[src/rtl/tlb_memtype_ranges.sv]
// tlb_memtype_ranges: programmable base/limit/attr table classifying TLB
// physical addresses as cache-disabled / write-transparent, 1-cycle result.
// Ports: clk, rst_n (async low); cfg_write/cfg_index/cfg_field/cfg_data
// program the table; req_valid/req_physical -> rsp_valid, rsp_cache_disable,
// rsp_write_transparent, rsp_hit, rsp_region; table_changed = flush pulse.
// Optional macro TLB_MEMTYPE_READBACK_EN adds cfg_read -> cfg_rdata,
// rdata_valid (registered field readback).
module tlb_memtype_ranges #(
  parameter int REGIONS = 4,
  parameter int IDX_W   = 2
) (
  input  logic             clk,
  input  logic             rst_n,
  input  logic             cfg_write,
  input  logic [IDX_W-1:0] cfg_index,
  input  logic [1:0]       cfg_field,
  input  logic [27:0]      cfg_data,
  input  logic             req_valid,
  input  logic [31:0]      req_physical,
  output logic             rsp_valid,
  output logic             rsp_cache_disable,
  output logic             rsp_write_transparent,
  output logic             rsp_hit,
  output logic [IDX_W-1:0] rsp_region,
  output logic             table_changed
`ifdef TLB_MEMTYPE_READBACK_EN
  ,
  input  logic             cfg_read,
  output logic [27:0]      cfg_rdata,
  output logic             rdata_valid
`endif
);

  localparam logic [1:0] F_BASE  = 2'd0;
  localparam logic [1:0] F_LIMIT = 2'd1;
  localparam logic [1:0] F_ATTR  = 2'd2;

  logic [27:0] r_base  [REGIONS];
  logic [27:0] r_limit [REGIONS];
  logic [2:0]  r_attr  [REGIONS];

  logic             r_rsp_valid;
  logic             r_rsp_cd;
  logic             r_rsp_wt;
  logic             r_rsp_hit;
  logic [IDX_W-1:0] r_rsp_region;
  logic             r_changed;

  logic [27:0]      w_pa;
  logic             w_unused_lsb;
  logic             w_idx_ok;
  logic [IDX_W-1:0] w_idx;
  logic             w_fld_ok;
  logic             w_wr_ok;
  logic [27:0]      w_cur;
  logic [27:0]      w_new;
  logic             w_diff;
  logic             w_hit;
  logic [IDX_W-1:0] w_region;
  logic             w_cd;
  logic             w_wt;

  // Only the 16-byte granule takes part in the compare.
  assign w_pa         = req_physical[31:4];
  assign w_unused_lsb = ^req_physical[3:0];

  assign w_idx_ok = (int'(cfg_index) < REGIONS);
  assign w_idx    = w_idx_ok ? cfg_index : '0;
  assign w_fld_ok = (cfg_field != 2'd3);
  assign w_wr_ok  = cfg_write && w_idx_ok && w_fld_ok;

  // Currently stored value of the addressed field (attr zero-extended).
  always_comb begin
    w_cur = '0;
    unique case (1'b1)
      (cfg_field == F_BASE):  w_cur = r_base[w_idx];
      (cfg_field == F_LIMIT): w_cur = r_limit[w_idx];
      (cfg_field == F_ATTR):  w_cur = {25'd0, r_attr[w_idx]};
      default:                w_cur = '0;
    endcase
  end

  // Attr keeps only bits [2:0]; upper data bits cannot cause a flush.
  assign w_new  = (cfg_field == F_ATTR) ? {25'd0, cfg_data[2:0]}
                                        : cfg_data;
  assign w_diff = (w_new != w_cur);

  always_ff @(posedge clk or negedge rst_n) begin
    if (!rst_n) begin
      for (int i = 0; i < REGIONS; i++) begin
        r_base[i]  <= '0;
        r_limit[i] <= '0;
        r_attr[i]  <= '0;
      end
      // Legacy VGA window 0xA0000..0xBFFFF, uncached + write-transparent.
      r_base[0]  <= 28'h000A000;
      r_limit[0] <= 28'h000C000;
      r_attr[0]  <= 3'b111;
    end else if (w_wr_ok) begin
      unique case (1'b1)
        (cfg_field == F_BASE):  r_base[w_idx]  <= cfg_data;
        (cfg_field == F_LIMIT): r_limit[w_idx] <= cfg_data;
        (cfg_field == F_ATTR):  r_attr[w_idx]  <= cfg_data[2:0];
        default: ;
      endcase
    end
  end

  // Scan high to low so the lowest matching index is the last writer.
  // base >= limit can never satisfy both compares, so no extra check.
  always_comb begin
    w_hit    = 1'b0;
    w_region = '0;
    w_cd     = 1'b0;
    w_wt     = 1'b0;
    for (int i = REGIONS - 1; i >= 0; i--) begin
      if (r_attr[i][2] &&
          (r_base[i] <= w_pa) &&
          (w_pa < r_limit[i])) begin
        w_hit    = 1'b1;
        w_region = IDX_W'(i);
        w_cd     = r_attr[i][0];
        w_wt     = r_attr[i][1];
      end
    end
  end

  always_ff @(posedge clk or negedge rst_n) begin
    if (!rst_n) begin
      r_rsp_valid  <= 1'b0;
      r_rsp_cd     <= 1'b0;
      r_rsp_wt     <= 1'b0;
      r_rsp_hit    <= 1'b0;
      r_rsp_region <= '0;
    end else begin
      r_rsp_valid <= req_valid;
      if (req_valid) begin
        r_rsp_cd     <= w_cd;
        r_rsp_wt     <= w_wt;
        r_rsp_hit    <= w_hit;
        r_rsp_region <= w_region;
      end
    end
  end

  always_ff @(posedge clk or negedge rst_n) begin
    if (!rst_n) r_changed <= 1'b0;
    else        r_changed <= w_wr_ok && w_diff;
  end

  assign rsp_valid             = r_rsp_valid;
  assign rsp_cache_disable     = r_rsp_cd;
  assign rsp_write_transparent = r_rsp_wt;
  assign rsp_hit               = r_rsp_hit;
  assign rsp_region            = r_rsp_region;
  assign table_changed         = r_changed;

`ifdef TLB_MEMTYPE_READBACK_EN
  logic [27:0] r_rdata;
  logic        r_rdata_valid;

  // Reads sample pre-edge state, so a same-cycle write returns old data.
  always_ff @(posedge clk or negedge rst_n) begin
    if (!rst_n) begin
      r_rdata       <= '0;
      r_rdata_valid <= 1'b0;
    end else begin
      r_rdata_valid <= cfg_read;
      if (cfg_read)
        r_rdata <= (w_idx_ok && w_fld_ok) ? w_cur : '0;
    end
  end

  assign cfg_rdata   = r_rdata;
  assign rdata_valid = r_rdata_valid;
`endif

endmodule
[config.mk]
export PLATFORM = sky130hd
export DESIGN_NAME = tlb_memtype_ranges
export DESIGN_NICKNAME = d
export VERILOG_FILES = /design/src/rtl/tlb_memtype_ranges.sv
export SDC_FILE = /design/constraint.sdc
export NUM_CORES = 1
export LEC_CHECK = 0
export CELL_PAD_IN_SITES_DETAIL_PLACEMENT = 1
export CELL_PAD_IN_SITES_GLOBAL_PLACEMENT = 1
export CORE_ASPECT_RATIO = 0.8
export CORE_MARGIN = 5
export CORE_UTILIZATION = 25
export DETAILED_ROUTE_END_ITERATION = 8
export HOLD_SLACK_MARGIN = 0.03
export PLACE_DENSITY_LB_ADDON = 0.05
export SYNTH_ARGS = -nofsm -noshare
export SYNTH_HDL_FRONTEND = slang
export SYNTH_SLANG_ARGS = --single-unit
[constraint.sdc]
create_clock -name clk -period 3.1 [get_ports clk]
set_clock_uncertainty 0.1 [all_clocks]
set_input_delay 0.62 -clock clk [delete_from_list [all_inputs] [get_ports clk]]
set_output_delay 0.62 -clock clk [all_outputs]
set_load 0.05 [all_outputs]
==> impl_metrics.yaml <==
floorplanning:
  initial_core_util: 0.251
  coreArea_um2: 66900
  row_count: 85
  ios: 75
  die_x_um: 300
  dieArea_um2: 72500
  die_height_um: 242
worst_setup_path:
  cp.required_ns: 3.43
  critical-path-top-delay-family: "simple AND/OR/NAND/NOR gates"
  cp_slowest_stage_delay_ns: 0.63
  worst-path-max-fanout: 3
  crit_chain: "ha_4, nand4_1, or4_4, nor4_4, nor3_2, a311oi_2, o311ai_4, mux2_4, a221o_1"
  cp_data_arrival_time_ns: 3.52
  critical_path_class: "flip-flop to flip-flop"
  critPathSlowestCell: "or4_4"
  critPathLaunchType: "flip-flop"
  reg2reg_depth: 9
  setup.worst_path.end_class: "flip-flop"
  path_buf_inv: 0
  path_depth: 9
synthesis:
  syn_avg_cell_area_um2: 10.0
  ys_ff_latch: 243
  yosysWarnings: 0
  synth_top_area_share: 0.352
  yosys.area.top_type: "dfrtp_1"
  synth.distinct_cells: 67
  synth_top_flop_cell: "dfrtp_1"
  synth_edf_count: 0
  syn-num-nets: 1962
  synth_top_cells_by_count: "236 x dfrtp_1, 220 x ha_1, 166 x nand2_1"
  yosys-top-cells-area: "dfrtp_1 35%, ha_1 16%, mux2_2 9.5%, mux4_2 4.6%, o21ai_0 4.3%"
  synth_cells: 1674
  ys_seq_area_frac: 0.363
  synthesis.area_um2: 16800
  synthArstFlopShare: 1.00
  yosysMostFrequentCell: "dfrtp_1"
timing:
  fin_crit_ns: 3.19
  finalSetupViolCount: 2
  worstMarginPinSlew_ns: 0.609
  finalCritPeriodShare: 1.03
  hold_ws_ns: 0.406
  slew_violations: 0
  rsz0062_at_grt: "yes"
  setup_slack_ns: -0.0868
  hold_viol_final: 0
  setup-tns-final_ns: -0.129
  max_freq_ghz: 0.314
  maxSlewHeadroom: 0.590
finish:
  antenna_cells: 0
  multiInputGateArea_um2: 10200
  final_nets: 2362
  area_delta_synth_final_pct: 37.0
  finalNonFillerCells: 2971
  finalInstanceArea_um2: 23000
  drive_gt1_frac: 0.338
  fin_util: 0.344
  fillers: 7431
  regArea_um2: 6090
clock_tree:
  clk_root_buffer_cell: "clkbuf_16"
  cts_tree: "done"
  clockBufferDepth: 3
  htree_levels: 2
  clk_transition_reported_paths_ns: 0.06
  clkSinkCount: 243
  numCtsBuffers: 35
  clk_latency_ns: 0.56
power:
  power_mw: 14.5
  p_per_area_nw_per_um2: 631
  swShare: 0.363
  p_int_mw: 9.26
  combinationalPowerShare: 0.383
  p_clk_frac: 0.299
  ir_worst_vdd_v: 0.000353
  p_leak_nw: 10.7
  pwr-share-seq: 0.319
  power_switching_mw: 5.27
global_route:
  grt_pass1_vias: 15989
  grt_pass1_wl_um: 116000
  track_usage: 0.219
  grt_max_degree: 70
  overflow: 0
  antenna_found_initial: 5
run_status:
  status: "complete, but fails checks"
  violations: "setup timing"
route:
  drt-total-wl_um: 79800
  viasPerCell: 4.99
  via_count: 14825
  drt-wirelength-per-cell_um: 26.9
  drt_iter0_drc: 904
  ant_nets: 0
  firstDrtPassIters: 5
  drc: 0
job:
  maxCapViolations: 0
place:
  gp_congestion: 0.837
  dp_cells: 2898
  io_buffers: 70
  hpwl_um: 64100
  dpl-instance-area_um2: 21400
  pre_cts_ws_ns: -1.89
hold_path:
  hold_depth: 2
  hold_class: "flip-flop to flip-flop"
[final timing paths]
| path | endpoint | startpoint | slack, ns |
|---|---|---|---|
| max reg2reg | rsp_cache_disable | r_base[41] | -0.09 |
| max in group asynchronous | r_limit[99] | rst_n | 1.52 |
| min | r_base[99] | r_base[99] | 0.41 |
| max | rsp_cache_disable | r_base[41] | -0.09 |
| min reg2reg | r_base[99] | r_base[99] | 0.41 |
| min in group asynchronous | r_base[54] | rst_n | 0.52 |
[cell type report]
type / instances / share of cell area
multi-input combinational: 1191 / 0.444
inverter: 155 / 0.0254
timing repair buffer: 448 / 0.166
sequential: 243 / 0.265
clock buffer: 50 / 0.0449
tap: 870 / 0.0473
clock inverter: 14 / 0.00799
[power groups by stage]
stage	Clock [mW]	Sequential (mW)	Combinational (mW)
5_1_grt	4.59	4.72	6.11
3_3_place_gp	0	4.65	5.25
2_1_floorplan	0	4.42	2.65
6_report	4.34	4.63	5.56
3_5_place_dp	0	4.66	5.35
4_1_cts	4.47	4.62	5.51
[sequential cells by signal (all words and copies together), names as in the netlist]
name                   flops
table_changed              1
rsp_region                 2
r_limit                  112
r_attr                    12
rsp_valid                  1
r_base                   112
rsp_cache_disable          1
rsp_hit                    1
rsp_write_transparent      1
[worst register-to-register path, stage by stage (launching register included)]
cell and delay [ns]:
dfrtp_1 0.42, ha_4 0.29, nand4_1 0.24, or4_4 0.63, nor4_4 0.18, nor3_2 0.06
a311oi_2 0.31, o311ai_4 0.19, mux2_4 0.33, a221o_1 0.31
[timing repair]
item                                    4_1_cts  5_1_grt
hold endpoints to repair                     41        0
buffers inserted                              4        4
hold buffers                                  1        0
cloned                                        0        0
endpoints found under the setup margin        6        6
pin swaps                                    27       20
gates resized for setup                      94       40
[placed cells by master, fill, tap and decap left out, drive strengths merged, types with 9 or more instances in the layout]
cell type / instances
nand2: 166
clkbuf: 55
inv: 157
nor2b: 14
nand3: 28
xnor2: 14
mux2i: 39
o211ai: 14
mux4: 34
a21oi: 76
o21ai: 145
nor3: 16
dlygate4sd2: 19
mux2: 146
clkdlybuf4s50: 40
a21o: 24
nor4: 10
o2111ai: 10
ha: 220
nand4: 44
a31oi: 9
buf: 380
xor2: 19
nand2b: 9
dfrtp: 236
a211oi: 20
a221oi: 9
nor2: 41
[kinds of logic after synthesis]
group | synth area share
xor gates and xnor gates | 0.0172
DFF | 0.363
muxes | 0.167
buffers and inverters | 0.0556
adders and majority gates | 0.164
AOI/OAI and AO/OA | 0.132
and+or+nand+nor | 0.102
[per-layer routing]
layer	wire length (um)	global-route usage	vias to the layer above	share of wire
li1	-	-	6893	-
met1	40300	0.332	7580	0.51
met2	33900	0.326	268	0.42
met3	3750	0.0377	80	0.047
met4	1790	0.0466	4	0.022
met5	27	0	-	0.00034
Power figures use the tool's default switching activity.
